[config.mk]
export PLATFORM = sky130hd
export DESIGN_NAME = pipe_mem_access
export DESIGN_NICKNAME = d
export VERILOG_FILES = /design/src/rtl/pipe_mem_pkg.sv /design/src/rtl/mem_lane_align.sv /design/src/rtl/pipe_mem_access.sv
export SDC_FILE = /design/constraint.sdc
export NUM_CORES = 1
export LEC_CHECK = 0
export CAP_MARGIN = 0
export CORE_ASPECT_RATIO = 0.8
export CORE_MARGIN = 2
export CORE_UTILIZATION = 25
export CTS_CLUSTER_DIAMETER = 40
export DETAILED_ROUTE_END_ITERATION = 16
export GPL_TIMING_DRIVEN = 0
export PLACE_DENSITY = 0.59
export RECOVER_POWER = 25
export SLEW_MARGIN = 20
export SYNTH_ARGS = -nofsm -noshare
export SYNTH_HDL_FRONTEND = slang
export SYNTH_SLANG_ARGS = --single-unit
[constraint.sdc]
create_clock -name in_clk -period 8.2 [get_ports in_clk]
set_clock_uncertainty 0.05 [all_clocks]
set_input_delay 2.05 -clock in_clk [delete_from_list [all_inputs] [get_ports in_clk]]
set_output_delay 2.05 -clock in_clk [all_outputs]
set_load 0.005 [all_outputs]
[src/rtl/pipe_mem_pkg.sv]
// Shared encodings for the MEM stage: access-size codes, FSM states and
// the byte-enable patterns used by the lane aligner.
package pipe_mem_pkg;

    localparam logic [1:0] DMEM_WORD = 2'b00;
    localparam logic [1:0] DMEM_HALF = 2'b01;
    localparam logic [1:0] DMEM_BYTE = 2'b10;

    typedef enum logic [0:0] {
        IDLE = 1'b0,
        BUSY = 1'b1
    } mem_state_e;

    localparam logic [3:0] BE_WORD    = 4'b1111;
    localparam logic [3:0] BE_HALF_LO = 4'b0011;
    localparam logic [3:0] BE_HALF_HI = 4'b1100;
    localparam logic [3:0] BE_BYTE0   = 4'b0001;

endpackage

[src/rtl/mem_lane_align.sv]
// Combinational lane logic: byte enables, store-data replication and
// load-data extraction/extension. Encoding 11 behaves like a word access;
// a word ignores the offset and a half only looks at offset[1].
module mem_lane_align
    import pipe_mem_pkg::*;
(
    input  logic [1:0]  in_type,
    input  logic [1:0]  in_offset,
    input  logic        in_unsigned,
    input  logic [31:0] in_st_data,
    input  logic [31:0] in_ld_word,
    output logic [3:0]  out_be,
    output logic [31:0] out_st_data,
    output logic [31:0] out_ld_data
);

    logic [15:0] half_s;
    logic [7:0]  byte_s;

    // Lane selection for the current access size and offset.
    always_comb begin
        out_be      = BE_WORD;
        out_st_data = in_st_data;
        out_ld_data = in_ld_word;
        half_s      = 16'h0000;
        byte_s      = 8'h00;
        case (in_type)
            DMEM_HALF: begin
                if (in_offset[1]) begin
                    out_be = BE_HALF_HI;
                    half_s = in_ld_word[31:16];
                end else begin
                    out_be = BE_HALF_LO;
                    half_s = in_ld_word[15:0];
                end
                out_st_data = {2{in_st_data[15:0]}};
                if (in_unsigned) begin
                    out_ld_data = {16'h0000, half_s};
                end else begin
                    out_ld_data = {{16{half_s[15]}}, half_s};
                end
            end
            DMEM_BYTE: begin
                out_be      = BE_BYTE0 << in_offset;
                byte_s      = in_ld_word[{in_offset, 3'b000} +: 8];
                out_st_data = {4{in_st_data[7:0]}};
                if (in_unsigned) begin
                    out_ld_data = {24'h000000, byte_s};
                end else begin
                    out_ld_data = {{24{byte_s[7]}}, byte_s};
                end
            end
            default: begin
                out_be      = BE_WORD;
                out_st_data = in_st_data;
                out_ld_data = in_ld_word;
            end
        endcase
    end

endmodule

[src/rtl/pipe_mem_access.sv]
// MEM pipeline stage: issues data-memory requests, stalls upstream while an
// access is outstanding and registers results into MEM/WB.
// Optional feature macro: MEM_ALIGN_CHECK_EN (misaligned word/half accesses
// are squashed and flagged on out_misalign instead of being issued).
module pipe_mem_access
    import pipe_mem_pkg::*;
#(
    parameter int ADDR_W = 32
) (
    input  logic              in_clk,
    input  logic              in_rst_n,
    input  logic              in_dmem_ena,
    input  logic              in_dmem_wena,
    input  logic [1:0]        in_dmem_type,
    input  logic              in_dmem_unsigned,
    input  logic [ADDR_W-1:0] in_alu_result,
    input  logic [31:0]       in_rt_data,
    input  logic [4:0]        in_rd_waddr,
    input  logic              in_rd_sel,
    input  logic              in_rd_wena,
    output logic              out_stall,
    output logic              out_mem_req,
    output logic              out_mem_we,
    output logic [ADDR_W-1:0] out_mem_addr,
    output logic [3:0]        out_mem_be,
    output logic [31:0]       out_mem_wdata,
    input  logic              in_mem_ack,
    input  logic [31:0]       in_mem_rdata,
    output logic [4:0]        out_rd_waddr,
    output logic              out_rd_sel,
    output logic              out_rd_wena,
    output logic [31:0]       out_alu_result,
    output logic [31:0]       out_load_data
`ifdef MEM_ALIGN_CHECK_EN
    ,
    output logic              out_misalign
`endif
);

    mem_state_e  state_r;
    logic [1:0]  hold_type_r;
    logic [1:0]  hold_off_r;
    logic        hold_unsigned_r;
    logic [4:0]  hold_waddr_r;
    logic        hold_sel_r;
    logic        hold_wena_r;
    logic [31:0] hold_alu_r;

    logic        misalign_s;
    logic        issue_s;
    logic [1:0]  sel_type_s;
    logic [1:0]  sel_off_s;
    logic        sel_unsigned_s;
    logic [3:0]  be_s;
    logic [31:0] st_data_s;
    logic [31:0] ld_data_s;
    logic [31:0] alu_ext_s;

    assign alu_ext_s = 32'(in_alu_result);

`ifdef MEM_ALIGN_CHECK_EN
    assign misalign_s = in_dmem_ena &
                        ((((in_dmem_type == DMEM_WORD) || (in_dmem_type == 2'b11)) &&
                          (in_alu_result[1:0] != 2'b00)) ||
                         ((in_dmem_type == DMEM_HALF) && in_alu_result[0]));
`else
    assign misalign_s = 1'b0;
`endif

    assign issue_s = in_dmem_ena & ~misalign_s;

    // Stall is combinational so ack releases upstream in the same cycle; it is
    // forced low while reset is asserted.
    assign out_stall = in_rst_n & (((state_r == IDLE) & issue_s) |
                                   ((state_r == BUSY) & ~in_mem_ack));

    // Aligner sees live inputs at issue time and the held access during BUSY.
    always_comb begin
        if (state_r == BUSY) begin
            sel_type_s     = hold_type_r;
            sel_off_s      = hold_off_r;
            sel_unsigned_s = hold_unsigned_r;
        end else begin
            sel_type_s     = in_dmem_type;
            sel_off_s      = in_alu_result[1:0];
            sel_unsigned_s = in_dmem_unsigned;
        end
    end

    mem_lane_align u_lane_align (
        .in_type     (sel_type_s),
        .in_offset   (sel_off_s),
        .in_unsigned (sel_unsigned_s),
        .in_st_data  (in_rt_data),
        .in_ld_word  (in_mem_rdata),
        .out_be      (be_s),
        .out_st_data (st_data_s),
        .out_ld_data (ld_data_s)
    );

    // Two-state access FSM with registered memory-side and MEM/WB outputs.
    always_ff @(posedge in_clk or negedge in_rst_n) begin
        if (!in_rst_n) begin
            state_r         <= IDLE;
            out_mem_req     <= 1'b0;
            out_mem_we      <= 1'b0;
            out_mem_addr    <= '0;
            out_mem_be      <= 4'b0000;
            out_mem_wdata   <= 32'h0000_0000;
            out_rd_waddr    <= 5'd0;
            out_rd_sel      <= 1'b0;
            out_rd_wena     <= 1'b0;
            out_alu_result  <= 32'h0000_0000;
            out_load_data   <= 32'h0000_0000;
            hold_type_r     <= 2'b00;
            hold_off_r      <= 2'b00;
            hold_unsigned_r <= 1'b0;
            hold_waddr_r    <= 5'd0;
            hold_sel_r      <= 1'b0;
            hold_wena_r     <= 1'b0;
            hold_alu_r      <= 32'h0000_0000;
        end else begin
            case (state_r)
                IDLE: begin
                    out_rd_waddr   <= in_rd_waddr;
                    out_rd_sel     <= in_rd_sel;
                    out_alu_result <= alu_ext_s;
                    out_load_data  <= 32'h0000_0000;
                    if (issue_s) begin
                        state_r         <= BUSY;
                        out_mem_req     <= 1'b1;
                        out_mem_we      <= in_dmem_wena;
                        out_mem_addr    <= {in_alu_result[ADDR_W-1:2], 2'b00};
                        out_mem_be      <= be_s;
                        out_mem_wdata   <= st_data_s;
                        out_rd_wena     <= 1'b0;
                        hold_type_r     <= in_dmem_type;
                        hold_off_r      <= in_alu_result[1:0];
                        hold_unsigned_r <= in_dmem_unsigned;
                        hold_waddr_r    <= in_rd_waddr;
                        hold_sel_r      <= in_rd_sel;
                        hold_wena_r     <= in_rd_wena;
                        hold_alu_r      <= alu_ext_s;
                    end else begin
                        out_mem_req <= 1'b0;
                        out_rd_wena <= in_rd_wena & ~misalign_s;
                    end
                end
                BUSY: begin
                    if (in_mem_ack) begin
                        state_r        <= IDLE;
                        out_mem_req    <= 1'b0;
                        out_rd_waddr   <= hold_waddr_r;
                        out_rd_sel     <= hold_sel_r;
                        out_rd_wena    <= hold_wena_r;
                        out_alu_result <= hold_alu_r;
                        out_load_data  <= ld_data_s;
                    end else begin
                        out_mem_req <= 1'b1;
                        out_rd_wena <= 1'b0;
                    end
                end
                default: begin
                    state_r     <= IDLE;
                    out_mem_req <= 1'b0;
                    out_rd_wena <= 1'b0;
                end
            endcase
        end
    end

`ifdef MEM_ALIGN_CHECK_EN
    // One-cycle flag for an access squashed because of misalignment.
    always_ff @(posedge in_clk or negedge in_rst_n) begin
        if (!in_rst_n) begin
            out_misalign <= 1'b0;
        end else begin
            out_misalign <= (state_r == IDLE) & misalign_s;
        end
    end
`endif

endmodule

==> run summary <==
The flow ran to the end, but the final reports show violations. The final reports fail on max-capacitance violations, max-slew violations. The worst hold path endpoint is hold_waddr_r[0]. The vertical die dimension is 157 um, and the worst setup slack before clock tree synthesis is 1.98 ns. Together, buffers and inverters on the worst path number 4.

The cell family contributing the most delay on the critical path is buffers and inverters. Maximum single-stage delay on the critical path: 0.54 ns. The share of synthesized registers carrying an async set or reset was 100%; the via density per instance was 4.68.

Data on the critical path arrives at its endpoint at 4.06 ns. The congestion estimate from routability-driven global placement came to 0.819. Walking the worst path, the cells encountered are clkdlybuf4s50_1 -> inv_1 -> clkbuf_1 -> nand2_1 -> nand2_1 -> and2_1 -> clkdlybuf4s50_1.

The worst-case clock buffer depth is 2, and the total vias in the final route is 6874. The clock period could shrink to 6.16 ns. Horizontal extent of the die: 195 um. The clock tree synthesis step divided the H-tree into 4 levels.

Initial antenna violation count: 3. In this run the number of cells on the critical path is 7. The commonest cells after synthesis are 206 x nand2_1, 151 x dfrtp_1, 112 x a21oi_1.

The number of max-cap violations came out at 1. The count of non-filler cells in the finished layout was 1470. Later-pin clock latency in the skew report: 0.42 ns. Among all cell types in the netlist, the one instantiated most often is nand2_1. In this run the most critical hold path is launched from hold_waddr_r[0]. For the clock buffer count from CTS, the log shows 17. The maximum fanout along the worst path was 10; the number of hold-slack violations in the final timing report was 0. For the pin with the worst max-slew slack, the measured transition is 3.16 ns. The tools report the worst reg2reg path startpoint as state_r. The worst setup path is captured at a primary output. The biggest area contributor in the post-synthesis netlist is dfrtp_1. The tree is rooted in a clkbuf_16. In this run the static leakage power is 4.81 nW.

Counting tap cells, the placed design contains a total of 1437 instances. In this run the remaining antenna-violating nets after routing total 0. The floorplan step defined a die boundary enclosing 0.0307 mm^2. After layout, the worst path uses 75.1% of the clock period.

In this run, post-CTS hold repair placed 0 buffers. Adding up every negative setup slack in the final design gives 0 ns. The tools report the number of DRC violations after detailed routing as 0. The tools report the worst setup slack for register-to-register paths as 4.32 ns. The worst setup path is of the in2out kind.

Relative slew slack: -110%. The synthesized netlist contains 41 unique library cells. The highest attainable clock frequency came out at 162 MHz.

The tree built by TritonCTS fans out to 151 sinks. A synthesized cell averages 8.98 um^2. The worst hold path passes through 2 cells.

Port buffering added 249 buffers. For the number of buffers inserted to repair setup after CTS, the log shows 0. The tools report the total routing resource utilization after global routing as 18.1%. The clock network burns 28.1% of the power.

Detail-routed net length per standard cell: 18.8 um. From synthesis to final layout, the design area changed by 48.9%. The number of global-route vias before repair was 6803; the ratio of cells with drive above 1 in the final layout was 8.20%. Combinational cells account for 35.5% of the total power. Summing the sequential cell areas from Yosys gives 51.6% of the chip area. The run gives 56 as the largest net degree at the start of global routing.

Summed over all layers, the routed wires come to 27.6 mm. In the synthesized netlist, the number of instances is 815. The cell depth of the worst flop-to-flop path was 11; the final total power was 2.82 mW. The synthesized design contains 0 enable-type register cells. The worst hold-check path type was reg2reg.

For the total internal power, the log shows 1.91 mW. For the max-slew violation count, the log shows 55. Setup repair after global routing left no endpoint under its margin. The tools report the post-DP HPWL as 20.4 mm.

The standard-cell row count was 55. STA puts the critical path data required time at 6.10 ns. The clock-pin transition on the worst setup and hold timing paths was 0.06 ns; the proportion of netlist area held by the largest area contributor was 51.6%. Global routing finished with a remaining overflow of 0.

Power density over the cells: 259 mW/mm^2. For the worst vdd rail ir drop, the log shows 136 uV. TritonCTS built the clock tree. The final layout contains 1199 nets. In this run, the number of DRC markers left after iteration 0 of detailed routing was 335. Among all stages on the critical path, the largest delay is contributed by clkdlybuf4s50_1. The worst register-to-register path ends at out_load_data[30]. The tools report the Yosys warning count as 0. Once placement finished, the instance area stood at 0.0103 mm^2. The core region is 0.0286 mm^2. After synthesis the cells add up to 0.00732 mm^2. The wire length of the first global-routing pass came out at 41.8 mm. The post-layout worst setup margin is 2.04 ns, and the switching fraction of total power is 32.2%.

Summed over all nets, the switching power comes to 0.908 mW. During I/O placement, the number of pins put on the boundary was 253. The initial utilization of the core area, before any placement, comes to 25.6%. Sorting the synthesized cells by area gives the leading types as dfrtp_1 52%, nand2_1 11%, a21oi_1 7.7%.

Summing all non-filler instances in the final layout gives an area of 0.0109 mm^2. The worst setup path is launched from a primary input. The run gives 0 as the number of instances resized during post-cts repair. Sequential cells burn 36.4% of the power. In this run, synthesis produced a sequential element count of 151.

For this run, the leading register cell type out of synthesis is dfrtp_1. Setup violations remaining at the end of the flow were counted as 0. The first TritonRoute pass finished after 4 iterations.
==> worst register-to-register path: cells and delay by family (launching register included) <==
kind	cells	cell delay, ns
AND/OR/NAND/NOR	1	0.20
flip-flops	1	0.38
adder cells (fa/ha/maj)	1	0.34
multiplexers	1	0.35
AO/OA/AOI/OAI	1	0.16
buffers and inverters	7	2.33
==> metal layers <==
metal | up-vias | track usage (%) | share of wire, %
li1 | 3254 | - | -
met1 | 3351 | 24.3 | 46
met2 | 251 | 28.5 | 45
met3 | 16 | 6.06 | 8.6
met4 | 2 | 3.56 | 0.88
met5 | - | 0 | 0.058
==> through the flow <==
step / utilization (%) / hold WS, ns
after floorplan: - / 0.395
after global placement: 36.0 / 0.409
after detailed placement: 36.2 / 0.412
after CTS: 38.2 / 0.428
after global routing: 38.1 / 0.458
final: 38.1 / 0.425
==> state kept, by name, summed over array words and instances (netlist names) <==
register         cells
hold_alu_r          31
hold_off_r           1
hold_sel_r           1
hold_type_r          2
hold_unsigned_r      1
hold_waddr_r         5
hold_wena_r          1
out_alu_result      32
out_load_data       32
out_mem_be           4
out_mem_wdata       32
out_mem_we           1
out_rd_sel           1
out_rd_waddr         5
out_rd_wena          1
state_r              1
==> cells in the final DEF (no fill, tap or decap), types with 8 or more instances in the layout <==
| cell | n |
|---|---|
| clkdlybuf4s50_1 | 248 |
| nand2_1 | 206 |
| dfrtp_1 | 151 |
| a21oi_1 | 112 |
| nor2_1 | 94 |
| mux2i_1 | 49 |
| clkbuf_1 | 40 |
| buf_4 | 33 |
| a22o_1 | 17 |
| clkbuf_16 | 17 |
| o21ai_0 | 14 |
| buf_2 | 9 |
| o21ai_2 | 9 |
| a221oi_1 | 9 |
| or3_1 | 8 |
| o211ai_1 | 8 |
| nor2b_1 | 8 |
==> power groups by stage <==
| stage | sequential [mW] | clock [mW] | combinational [mW] |
|---|---|---|---|
| final | 1.03 | 0.792 | 1.00 |
| after global routing | 1.05 | 0.844 | 1.09 |
| after CTS | 1.03 | 0.812 | 1.01 |
| after detailed placement | 1.04 | 0 | 1.01 |
| after global placement | 1.04 | 0 | 0.994 |
| after floorplan | 1.03 | 0 | 0.425 |
==> area by class of cell <==
class	count	area [um^2]
timing repair buffer	251	2530
antenna	2	5.00
multi-input combinational	573	3050
clock inverter	8	97.6
buffer	87	477
fill	2873	17700
tap	370	463
clock buffer	23	478
inverter	5	18.8
sequential	151	3780
==> worst max path at each step <==
stage                          start   endpoint
after detailed placement  in_mem_ack  out_stall
after global routing      in_mem_ack  out_stall
after floorplan           in_mem_ack  out_stall
after global placement      in_rst_n  out_stall
final                     in_mem_ack  out_stall
after CTS                 in_mem_ack  out_stall
==> kinds of logic (layout without fill, tap and decap cells) <==
family	after synthesis	in the layout	synth area share, %
AOI/OAI and AO/OA	188	188	15.5
other	1	4	0.0513
and+or+nand+nor	329	329	18.3
muxes	52	52	7.37
DFF	151	151	51.6
adders and majority gates	2	2	0.342
buffers and inverters	92	374	6.77
(Power assumes the default switching activity.)
